`src/rtl/jtdd_rom_arb.sv`:
```
// rtl/jtdd_rom_arb.sv - N-slot ROM read arbiter with one cached 32-bit SDRAM line per slot
//
// Ports:
//   clk, rst_n     system clock, asynchronous active-low reset
//   downloading    ROM download in progress: flushes caches, aborts fetch, drops ready
//   slot_cs        per-slot read request (level)
//   slot_addr      per-slot byte (8-bit slot) or halfword (16-bit slot) address, packed SAW bits each
//   slot_ok        registered: slot_dout valid for the current slot_addr
//   slot_dout      per-slot 16-bit data, 8-bit slots zero-extended
//   sdram_req      read request towards the SDRAM controller, held until sdram_ack
//   sdram_addr     SDRAM 16-bit word address of the requested line (even)
//   sdram_ack      controller accepted the request (pulse)
//   data_rdy       data_read valid (pulse)
//   data_read      32-bit line, lower word address in [15:0]
//   refresh_en     controller may refresh (idle, nothing pending)
//   ready          arbiter operational
module jtdd_rom_arb #(
    parameter int                  SLOTS   = 4,
    parameter int                  SAW     = 19,
    parameter logic [SLOTS*22-1:0] OFFSETS = '0,
    parameter logic [SLOTS-1:0]    DW16    = '0,
    parameter bit                  RR_MODE = 1'b0
) (
    input  logic                 clk,
    input  logic                 rst_n,
    input  logic                 downloading,
    input  logic [SLOTS-1:0]     slot_cs,
    input  logic [SLOTS*SAW-1:0] slot_addr,
    output logic [SLOTS-1:0]     slot_ok,
    output logic [SLOTS*16-1:0]  slot_dout,
    output logic                 sdram_req,
    output logic [21:0]          sdram_addr,
    input  logic                 sdram_ack,
    input  logic                 data_rdy,
    input  logic [31:0]          data_read,
    output logic                 refresh_en,
    output logic                 ready
);

    localparam int PW = (SLOTS > 1) ? $clog2(SLOTS) : 1;

    typedef enum logic [1:0] {IDLE, REQ, WAIT} state_t;

    state_t            state, state_nxt;
    logic [31:0]       line_data [SLOTS];
    logic [SAW-1:0]    line_tag  [SLOTS];
    logic [SLOTS-1:0]  line_valid;
    logic [SAW-1:0]    cur_tag   [SLOTS];
    logic [21:0]       cur_addr  [SLOTS];
    logic [15:0]       cur_data  [SLOTS];
    logic [SLOTS-1:0]  hit, miss;
    logic              any_miss;
    logic [PW-1:0]     win, win_q, rr_ptr;
    logic [SAW-1:0]    tag_q;
    logic              grant, fill;

    // Per-slot tag, line address, data lane select and hit detection
    for (genvar g = 0; g < SLOTS; g++) begin : g_slot
        logic [SAW-1:0] a;
        assign a = slot_addr[g*SAW +: SAW];
        if (DW16[g]) begin : g_w16
            assign cur_tag[g]  = {1'b0, a[SAW-1:1]};
            assign cur_data[g] = a[0] ? line_data[g][31:16] : line_data[g][15:0];
        end else begin : g_w8
            assign cur_tag[g]  = {2'b00, a[SAW-1:2]};
            assign cur_data[g] = {8'h00, line_data[g][{a[1:0], 3'b000} +: 8]};
        end
        // Word address wraps naturally at 22 bits
        assign cur_addr[g] = OFFSETS[22*g +: 22] + 22'({cur_tag[g], 1'b0});
        assign hit[g]      = slot_cs[g] & line_valid[g] & (line_tag[g] == cur_tag[g]);
        assign miss[g]     = slot_cs[g] & ~hit[g];
    end

    // Misses only count once the arbiter is operational
    assign any_miss = ready & (|miss);

    // Winner search: from index 0 (fixed) or from the slot after the last grant (round-robin)
    always_comb begin
        int  idx;
        logic found;
        win   = '0;
        found = 1'b0;
        idx   = 0;
        for (int i = 0; i < SLOTS; i++) begin
            idx = RR_MODE ? int'(rr_ptr) + 1 + i : i;
            if (idx >= SLOTS) idx = idx - SLOTS;
            if (!found && miss[idx]) begin
                found = 1'b1;
                win   = PW'(idx);
            end
        end
    end

    always_ff @(posedge clk or negedge rst_n) begin
        if (!rst_n) state <= IDLE;
        else        state <= state_nxt;
    end

    always_comb begin
        state_nxt = state;
        grant     = 1'b0;
        fill      = 1'b0;
        if (downloading) begin
            state_nxt = IDLE;
        end else begin
            case (state)
                IDLE: if (any_miss) begin
                    grant     = 1'b1;
                    state_nxt = REQ;
                end
                // ack and data in the same cycle completes the fetch at once
                REQ: if (sdram_ack) begin
                    if (data_rdy) begin
                        fill      = 1'b1;
                        state_nxt = IDLE;
                    end else begin
                        state_nxt = WAIT;
                    end
                end
                WAIT: if (data_rdy) begin
                    fill      = 1'b1;
                    state_nxt = IDLE;
                end
                default: state_nxt = IDLE;
            endcase
        end
    end

    assign sdram_req  = (state == REQ) & ~downloading;
    assign refresh_en = (state == IDLE) & ~any_miss;

    always_ff @(posedge clk or negedge rst_n) begin
        if (!rst_n) begin
            ready      <= 1'b0;
            win_q      <= '0;
            tag_q      <= '0;
            sdram_addr <= '0;
            rr_ptr     <= PW'(SLOTS - 1);
        end else begin
            ready <= ~downloading;
            if (grant) begin
                win_q      <= win;
                tag_q      <= cur_tag[win];
                sdram_addr <= cur_addr[win];
                rr_ptr     <= win;
            end
        end
    end

    always_ff @(posedge clk or negedge rst_n) begin
        if (!rst_n) begin
            line_valid <= '0;
            slot_ok    <= '0;
            slot_dout  <= '0;
        end else begin
            if (downloading)  line_valid        <= '0;
            else if (fill)    line_valid[win_q] <= 1'b1;
            slot_ok <= hit & {SLOTS{~downloading}};
            for (int i = 0; i < SLOTS; i++)
                if (hit[i]) slot_dout[16*i +: 16] <= cur_data[i];
        end
    end

    // The line is stored under the tag latched at grant, even if the client moved since
    always_ff @(posedge clk) begin
        if (fill) begin
            line_data[win_q] <= data_read;
            line_tag[win_q]  <= tag_q;
        end
    end

endmodule

```
`config.mk`:
```
export PLATFORM = sky130hd
export DESIGN_NAME = jtdd_rom_arb
export DESIGN_NICKNAME = d
export VERILOG_FILES = /design/src/rtl/jtdd_rom_arb.sv
export SDC_FILE = /design/constraint.sdc
export NUM_CORES = 1
export LEC_CHECK = 0
export ABC_AREA = 1
export ABC_CLOCK_PERIOD_IN_PS = 4500
export BUFFER_PORTS_ARGS = -buffer_cell sky130_fd_sc_hd__buf_4
export CORE_MARGIN = 4
export CORE_UTILIZATION = 35
export CTS_CLUSTER_SIZE = 28
export DETAILED_ROUTE_END_ITERATION = 12
export GPL_ROUTABILITY_DRIVEN = 0
export PLACE_DENSITY = 0.57
export SLEW_MARGIN = 20
export SYNTH_ARGS = -nofsm -noshare
export SYNTH_HDL_FRONTEND = slang
export SYNTH_SLANG_ARGS = --single-unit
```
`constraint.sdc`:
```
create_clock -name clk -period 4.5 [get_ports clk]
set_input_delay 0 -clock clk [delete_from_list [all_inputs] [get_ports clk]]
set_output_delay 0 -clock clk [all_outputs]
set_load 0.005 [all_outputs]
```
# Yosys cells after proc, flatten, opt, wreduce, memory -nomap -nowiden
# Memories as Yosys holds them, arrays and structs flattened.
# Index checks and enable logic that the tools add are counted.
[word_totals]
rom_bits = 0
regBits = 86
input_bits = 117
output_inout_bits = 93
memories = 2
latch_bits = 0
mem_bits_rw = 204
wordCells = 95
[mem_list]
columns = ["memory", "words", "width", "rd", "rd_ports_with_merged_regs", "wr", "line_no", "source"]
rows = [
  ["line_data", 4, 32, 4, 0, 1, "45", "logic [31:0] line_data [SLOTS];"],
  ["line_tag", 4, 19, 4, 0, 1, "46", "logic [SAW-1:0] line_tag [SLOTS];"],
]
[op_classes]
mux = 31
n_reduce_logical = 11
n_shift = 4
n_div = 0
bitwise_logic = 24
order_cmp = 3
n_addsub = 0
mul = 0
n_eq_ne = 9
[op_table]
columns = ["cell", "count"]
rows = [
  ["32-bit by 6-bit indexed part select with 8-bit output", 4],
  ["19-bit by 17-bit == test with 1-bit output", 4],
  ["22-bit binary-select mux with 2-bit select", 1],
  ["22-bit two-way mux", 2],
  ["19-bit binary-select mux with 2-bit select", 1],
  ["19-bit two-way mux", 2],
  ["1-bit AND", 15],
  ["2-bit two-way mux", 7],
  ["1-bit two-way mux", 13],
  ["3-bit inequality test, second input constant", 3],
  ["4-bit two-way mux", 2],
  ["1-bit inverter", 6],
  ["2-bit case mux with 3 select lines", 1],
  ["4-bit AND", 1],
  ["1-bit logical AND", 4],
  ["4-bit bitwise OR", 1],
  ["4-bit OR reduction", 1],
  ["3-bit >= comparator, second input constant", 1],
  ["1-bit logical NOT", 3],
  ["2-bit by 3-bit < comparator with 1-bit output, second input constant", 1],
  ["2-bit inverter with 3-bit output", 1],
  ["3-bit AND reduction", 1],
  ["1-bit demux with 2-bit select", 1],
  ["2-bit by 1-bit == test with 1-bit output, second input constant", 1],
  ["5 further kinds", 5],
]

# Logic depth before layout (Yosys ltp)
# Gate-level depths: netlist of run 1.
# An unclocked memory read counts as a cell.
[logic_depth]
depth_word = 19
mapped_depth = 19
depth_no_buf = 17

# Worst setup path before layout of run 1
# Ideal clock, no wire load.
[synth_path]
path_kind = "register -> register"
startpoint = "reg state[1]"
endpoint = "mem line_data[0][0], enable pin"
required_time_ns = 4.044
path_stages_with_launch = 7
path_slack_ns = 1.053
path_buffers = 0
synth_period_minus_slack_ns = 3.447
arrival_time_ns = 2.991
setup_time_ns = 0.456
cell_sequence = "dfrtp_1 -> inv_1 -> ha_1 -> nand2_1 -> nand2_1 -> nand4_1 -> nor2_1"
[synth_between]
elab_chain_cells = 5
elab_cells_between_ends = 6
cone_classes = "2 x eq/ne; 4 x mux"
[synth_lines]
columns = ["element", "line_no", "source"]
rows = [
  ["from (decl)", "44", "state_t state, state_nxt;"],
  ["from (signal assigned)", "96", "else state <= state_nxt;"],
  ["2-bit == test / 2-bit by 1-bit == test with 1-bit output (equally long branches)", "106", "case (state)"],
  ["1-bit case mux with 2 select lines (*)", "106", ""],
  ["1-bit two-way mux (*)", "103", "if (downloading) begin"],
  ["1-bit two-way mux (*)", "166", "if (fill) begin"],
  ["1-bit two-way mux (not written as such) (*)", "167", "line_data[win_q] <= data_read;"],
  ["to (decl)", "45", ""],
]
# Every way passes the cells marked *; elsewhere a longest branch is shown, timed or not.

==> reports/qor.json, run 1 <==
{
  "floorplan": {
    "fp.dieH_um": 194,
    "starting_density_of_the_core_pct": 35.7,
    "fp-row-count": 67,
    "floorplan.io_pins": 210,
    "die_area_sq_um": 37500,
    "chipWidth_um": 194,
    "core_area_sq_um": 33800
  },
  "grt": {
    "grt_pass1_vias": 9447,
    "grt-ovfl-total": 0,
    "grt_first_pass_wirelength_um": 55500,
    "global_route.usage.total_pct": 18.9,
    "antenna_found_initial": 0,
    "grt_max_degree": 63
  },
  "yosys": {
    "synth_top_flop_cell": "sky130_fd_sc_hd__edfxtp_1",
    "synth_top_cell_by_area": "sky130_fd_sc_hd__edfxtp_1",
    "synth-xor-area-share_pct": 0.872,
    "synth_top_cell_area_share_pct": 48.8,
    "fraction_of_the_mapped_netlist_area_in_simple_logic_gates_pct": 20.0,
    "synthesis.area_sq_um": 12100,
    "synth.lib_cells_used.distinct": 38,
    "most_frequent_cell_after_synthesis": "sky130_fd_sc_hd__nand2_1",
    "post_synth_main_area_contributors": "sky130_fd_sc_hd__edfxtp_1 (49%), sky130_fd_sc_hd__dfrtp_1 (13%), sky130_fd_sc_hd__nand2_1 (7.7%)",
    "synth-edff-count": 196,
    "synth_compound_area_share_pct": 5.19,
    "synth.ff_latch_count": 258,
    "muxShareOfSynthArea_pct": 2.66,
    "synthCells": 1207,
    "synth.yosys.warnings": 0,
    "synth.avg_cell_area_sq_um": 9.99,
    "yosysSeqAreaShare_pct": 61.7,
    "dominant_combinational_cell_family_by_area_after_synthesis": "simple AND/OR/NAND/NOR gates",
    "synth_fa_ha_area_share_pct": 0.311,
    "yosys-top-cells-count": "sky130_fd_sc_hd__nand2_1 (247), sky130_fd_sc_hd__edfxtp_1 (196), sky130_fd_sc_hd__nor2_1 (165), sky130_fd_sc_hd__inv_1 (162), sky130_fd_sc_hd__nand3_1 (81)",
    "async_flop_share_pct": 24.0
  },
  "timing": {
    "clock-skew-final_ps": 12.8,
    "rsz0062_at_grt": "no",
    "fin_crit_sh_pct": 91.1,
    "slew_headroom_pct": 35.9,
    "max_clock_freq_ghz": 0.244,
    "setup_tns_ps": 0,
    "setup_viol_count_final": 0,
    "timing.final.crit_period_ps": 4100,
    "timing.final.hold_violations": 0,
    "slew_at_the_pin_closest_to_its_max_slew_limit_ps": 962,
    "final_max_slew_violation_count": 0
  },
  "power_and_ir_drop": {
    "pwr-share-comb_pct": 10.7,
    "power.net_switching_mw": 1.39,
    "pwr-share-clk_pct": 41.4,
    "post-layout-total-power_mw": 5.76,
    "powerDensity_nw_per_um2": 367,
    "seqPwrFrac_pct": 47.9,
    "swShare_pct": 24.2,
    "cellLeakagePower_nw": 7.30,
    "internal_power_mw": 4.37,
    "vdd.ir_drop.worst_mv": 0.295
  },
  "critical_path": {
    "critical_path_class": "reg -> reg",
    "path_max_fanout": 36,
    "timing.critical_path.arrival_ps": 4550,
    "cp-start-kind": "flip-flop",
    "crit_required_ps": 4950,
    "setup.worst_path.end_class": "flip-flop"
  },
  "clock_network": {
    "clk_path_buf_depth": 3,
    "clkLatencyLatePin_ps": 560,
    "cts_made_buffers": 29,
    "clock_pin_slew_on_the_worst_setup_and_hold_paths_ps": 60,
    "cts_tree": "yes",
    "cts_sinks": 258,
    "clockRootBuffer": "sky130_fd_sc_hd__clkbuf_16",
    "htreeDepth": 1
  },
  "routing": {
    "firstDrtPassIters": 5,
    "drcViolationCount": 0,
    "wirelength_um": 36700,
    "initialDrtViolationCount": 683,
    "vias": 9585,
    "routed_via_density": 4.90,
    "postRouteAntennaNets": 0,
    "wire_per_inst_um": 18.8
  },
  "cells_and_area": {
    "fill_cells": 3158,
    "fin_util_pct": 46.5,
    "area_of_the_multi_input_gates_sq_um": 3690,
    "count_of_inserted_antenna_diode_cells": 0,
    "syn2layout_area_growth_pct": 30.2,
    "seqCellArea_sq_um": 7440,
    "fraction_of_layout_cells_with_a_size_suffix_above_1_pct": 16.8,
    "count_of_nets_after_finishing": 1607
  },
  "outcome": {
    "outcome": "finished, final reports clean"
  },
  "job": {
    "cap_violations": 0
  },
  "place": {
    "estimated_wirelength_of_the_detail_placed_design_um": 26300,
    "numPortBuffers": 172
  },
  "min_path": {
    "hold_path.class": "in -> reg"
  }
}
-- layout make-up --
type                       count  share of cell area, %
clock inverter                13                  0.829
tap                          448                   3.57
clock buffer                  41                   5.42
sequential                   258                   47.4
timing repair buffer         285                   15.3
inverter                     168                   4.03
multi-input combinational    745                   23.5
-- repair_timing --
item                                   4_1_cts  5_1_grt
setup endpoints to repair                    0       16
hold buffers                               105        0
endpoints found under the hold margin      243        0
gates resized for setup                      0        2
setup buffers                                0        0
-- worst paths after layout --
check | slack [ps] | from | endpoint | depth (start not counted)
worst max-delay path | 400 | line_tag[3][12] | tag_q[3] | 18
worst min-delay path | 30 | slot_addr[57] | slot_dout[53] | 5
worst max register to register | 400 | line_tag[3][12] | tag_q[3] | 18
worst min register to register | 490 | slot_dout[1] | slot_dout[1] | 2
max in group asynchronous | 3720 | rst_n | tag_q[4] | 2
min in group asynchronous | 150 | rst_n | slot_dout[2] | 2
-- cells in the final DEF, fill, tap and decap left out, drive strengths merged, types with 23 or more instances in the layout --
master / netlist / routed
edfxtp: 196 / 196
inv: 167 / 169
clkbuf: 18 / 41
dlygate4sd3: 0 / 105
conb: 1 / 37
buf: 54 / 180
nor2: 166 / 166
o32ai: 32 / 32
nand3: 81 / 81
nand2: 254 / 254
nand4: 23 / 23
o21ai: 59 / 59
mux2i: 32 / 32
dfrtp: 62 / 62
-- metal layers --
layer  share of wire (%)  vias up  global-route usage [%]  wire length, um
met2                  48      416                    32.2            17500
met4                 3.2        0                    5.38             1180
met1                  41     4567                    24.5            15000
met3                 8.2       79                    3.86             3020
li1                    -     4523                       -                -
met5                   0        -                       0                0
-- cell families (layout without fill, tap and decap cells) --
| logic type | after synthesis | after routing |
|---|---|---|
| AND/OR/NAND/NOR | 564 | 564 |
| flip-flops | 258 | 258 |
| buffers and inverters | 240 | 507 |
| AO/OA/AOI/OAI | 97 | 97 |
| multiplexers | 32 | 32 |
| XOR/XNOR | 12 | 12 |
| adder cells (fa/ha/maj) | 3 | 3 |
| other | 1 | 37 |
-- metrics by stage --
step | cell area [sq um] | hold WS, ps | instances | worst slack (ps)
after CTS | 15700 | 13.6 | 1958 | 132
after detailed placement | 13700 | 209 | 1799 | 1220
after global routing | 15700 | 45.4 | 1958 | 87.1
after global placement | 13700 | 206 | 1799 | 1280
final | 15700 | 32.9 | 1958 | 402
after floorplan | 12200 | -296 | 1243 | 1050
-- critical path, cell delays in order (launching register included) --
cell                            delay, ps
sky130_fd_sc_hd__edfxtp_1             380
sky130_fd_sc_hd__nand2_1               80
sky130_fd_sc_hd__nand2_1              110
sky130_fd_sc_hd__nor2_1               220
sky130_fd_sc_hd__nand2_1               80
sky130_fd_sc_hd__nor2_1               160
sky130_fd_sc_hd__nand3_2              350
sky130_fd_sc_hd__nand2_1              220
sky130_fd_sc_hd__inv_1                 60
sky130_fd_sc_hd__nand2_1               70
sky130_fd_sc_hd__nand2_2              400
sky130_fd_sc_hd__nand2_8              390
sky130_fd_sc_hd__nand2_1               90
sky130_fd_sc_hd__nand3_1               70
sky130_fd_sc_hd__dlygate4sd3_1        570
sky130_fd_sc_hd__nand2_1               60
sky130_fd_sc_hd__dlygate4sd3_1        560
sky130_fd_sc_hd__nand2_1               60
sky130_fd_sc_hd__nand2_1               50
-- registers in the layout, summed over array words and instances, names as in the netlist --
signal,flops
state,2
slot_dout,32
ready,1
line_tag,68
win_q,2
line_valid,4
slot_ok,4
tag_q,17
line_data,128
-- power by group through the flow --
stage | clock network (mW) | logic, mW | registers, mW
detailed placement | 0 | 0.524 | 2.81
CTS | 2.45 | 0.615 | 2.76
finish | 2.39 | 0.616 | 2.76
global placement | 0 | 0.518 | 2.81
floorplan | 0 | 0.265 | 2.76
global route | 2.54 | 0.679 | 2.77
Power figures use the tool's default switching activity.
==> run 2: changes to the inputs <==
ABC_CLOCK_PERIOD_IN_PS = 3500   (was 4500)
PLACE_DENSITY = 0.59   (was 0.57)
clock period = 3.5 ns   (was 4.5 ns; I/O delays follow)
==> reports/qor.json, run 2 (synthesis gave the netlist of run 1 again) <==
{
  "outcome": {
    "outcome": "finished, final reports clean"
  },
  "floorplan": {
    "die_area_sq_um": 37500,
    "chipWidth_um": 194,
    "fp.dieH_um": 194,
    "core_area_sq_um": 33800,
    "fp-row-count": 67,
    "starting_density_of_the_core_pct": 35.7,
    "floorplan.io_pins": 210
  },
  "power_and_ir_drop": {
    "cellLeakagePower_nw": 7.37,
    "pwr-share-comb_pct": 11.2,
    "internal_power_mw": 5.47,
    "power.net_switching_mw": 1.79,
    "vdd.ir_drop.worst_mv": 0.434,
    "swShare_pct": 24.6,
    "powerDensity_nw_per_um2": 459,
    "seqPwrFrac_pct": 49.0,
    "post-layout-total-power_mw": 7.26,
    "pwr-share-clk_pct": 39.8
  },
  "timing": {
    "setup_viol_count_final": 0,
    "fin_crit_sh_pct": 95.4,
    "rsz0062_at_grt": "no",
    "max_clock_freq_ghz": 0.300,
    "slew_headroom_pct": 49.4,
    "timing.final.hold_violations": 0,
    "setup_tns_ps": 0,
    "hold-worst-slack_ps": 22.2,
    "clock-skew-final_ps": 38.8,
    "timing.final.crit_period_ps": 3340,
    "final_max_slew_violation_count": 0,
    "slew_at_the_pin_closest_to_its_max_slew_limit_ps": 759
  },
  "critical_path": {
    "crit_required_ps": 3970,
    "timing.critical_path.arrival_ps": 3810,
    "cp-start-kind": "flip-flop",
    "depth_of_the_most_critical_reg_to_reg_path": 19,
    "setup.worst_path.end_class": "flip-flop",
    "critical_path_class": "reg -> reg",
    "path_max_fanout": 9
  },
  "cells_and_area": {
    "count_of_inserted_antenna_diode_cells": 0,
    "fraction_of_layout_cells_with_a_size_suffix_above_1_pct": 17.6,
    "syn2layout_area_growth_pct": 31.0,
    "top_register": "line_data",
    "layout.cells.most_common_list": "sky130_fd_sc_hd__nand2_1 (247), sky130_fd_sc_hd__edfxtp_1 (196), sky130_fd_sc_hd__buf_4 (190)",
    "count_of_nets_after_finishing": 1618,
    "reg_top3": "line_data (128), line_tag (68), slot_dout (32)",
    "number_of_flip_flops_under_the_largest_register_name": 128,
    "final_common_cell": "sky130_fd_sc_hd__nand2_1"
  },
  "clock_network": {
    "htreeDepth": 1,
    "cts_made_buffers": 28,
    "clk_path_buf_depth": 3,
    "clkLatencyLatePin_ps": 570,
    "cts_tree": "yes",
    "clock_pin_slew_on_the_worst_setup_and_hold_paths_ps": 60,
    "cts_sinks": 258,
    "clockRootBuffer": "sky130_fd_sc_hd__clkbuf_16"
  },
  "routing": {
    "met2RoutedLength_um": 17500,
    "wire_per_inst_um": 18.7,
    "highest-signal-layer": "met5",
    "met3RoutedLength_um": 3080,
    "wirelength_um": 36900,
    "vias": 9677,
    "firstDrtPassIters": 6,
    "drcViolationCount": 0,
    "postRouteAntennaNets": 0,
    "routed_via_density": 4.92,
    "wl_met1_um": 15000,
    "initialDrtViolationCount": 703
  },
  "grt": {
    "antenna_found_initial": 1,
    "grt-ovfl-total": 0,
    "grt_first_pass_wirelength_um": 54100,
    "global_route.usage.total_pct": 18.5,
    "grt_max_degree": 50,
    "grt_pass1_vias": 9339
  },
  "place": {
    "estimated_wirelength_of_the_detail_placed_design_um": 25900,
    "numPortBuffers": 172
  },
  "job": {
    "cap_violations": 0
  },
  "min_path": {
    "cell_depth_of_the_worst_hold_path": 5,
    "hold_path.class": "in -> reg"
  }
}
==> run 2: worst max-delay path, stage by stage (launching register included) <==
cell	delay (ps)
sky130_fd_sc_hd__edfxtp_1	360
sky130_fd_sc_hd__inv_1	90
sky130_fd_sc_hd__nand2_1	110
sky130_fd_sc_hd__o21ai_0	100
sky130_fd_sc_hd__nor2_1	60
sky130_fd_sc_hd__nand2_1	60
sky130_fd_sc_hd__nor2_1	50
sky130_fd_sc_hd__nand3_1	80
sky130_fd_sc_hd__buf_4	290
sky130_fd_sc_hd__nand2_2	100
sky130_fd_sc_hd__nand2_2	110
sky130_fd_sc_hd__inv_1	100
sky130_fd_sc_hd__nor2_8	180
sky130_fd_sc_hd__buf_4	180
sky130_fd_sc_hd__nand3_1	90
sky130_fd_sc_hd__dlygate4sd3_1	580
sky130_fd_sc_hd__nand2_1	70
sky130_fd_sc_hd__dlygate4sd3_1	540
sky130_fd_sc_hd__nand2_1	50
sky130_fd_sc_hd__nand2_1	70
==> run 2: cell type report <==
class | instances | area (sq um)
inverters | 168 | 633
clock inverters | 15 | 154
fillers | 3070 | 18000
flip-flops and latches | 258 | 7440
multi-input cells | 747 | 3740
well taps | 448 | 561
repair buffers | 295 | 2520
clock buffers | 37 | 754
==> run 2: worst paths after layout <==
kind	start	endpoint	slack [ps]
max	line_tag[2][0]	tag_q[7]	160
min	slot_addr[0]	slot_dout[0]	20
max reg2reg	line_tag[2][0]	tag_q[7]	160
min reg2reg	slot_dout[19]	slot_dout[19]	490
max in group asynchronous	rst_n	slot_dout[0]	2690
min in group asynchronous	rst_n	slot_dout[23]	50
==> run 2: metal layers <==
| layer | up-vias | global-route usage, % |
|---|---|---|
| met5 | - | 0 |
| met4 | 2 | 5.82 |
| met3 | 82 | 3.65 |
| met2 | 459 | 31.2 |
| met1 | 4597 | 24.1 |
| li1 | 4537 | - |
==> run 2: through the flow <==
step           setup slack, ps  cells  util (%)  cell area (sq um)
2_1_floorplan             53.1   1243         -              12200
3_3_place_gp              1030   1802      40.6              13700
3_5_place_dp               964   1802      40.6              13700
4_1_cts                   27.8   1954      46.2              15600
5_1_grt                   18.2   1968      46.8              15800
6_report                   161   1968      46.8              15800
==> run 2: power groups by stage <==
| stage | registers (mW) | clock network, mW | logic [mW] |
|---|---|---|---|
| 3_5_place_dp | 3.61 | 0 | 0.669 |
| 4_1_cts | 3.55 | 2.93 | 0.786 |
| 2_1_floorplan | 3.54 | 0 | 0.340 |
| 3_3_place_gp | 3.61 | 0 | 0.662 |
| 5_1_grt | 3.56 | 3.08 | 0.895 |
| 6_report | 3.55 | 2.89 | 0.815 |
==> run 2: repair_timing <==
action | in CTS | in global routing
hold endpoints to repair | 231 | 0
endpoints found under the setup margin | 0 | 15
buffers inserted | 0 | 11
gates resized for setup | 0 | 10
hold buffers | 100 | 0
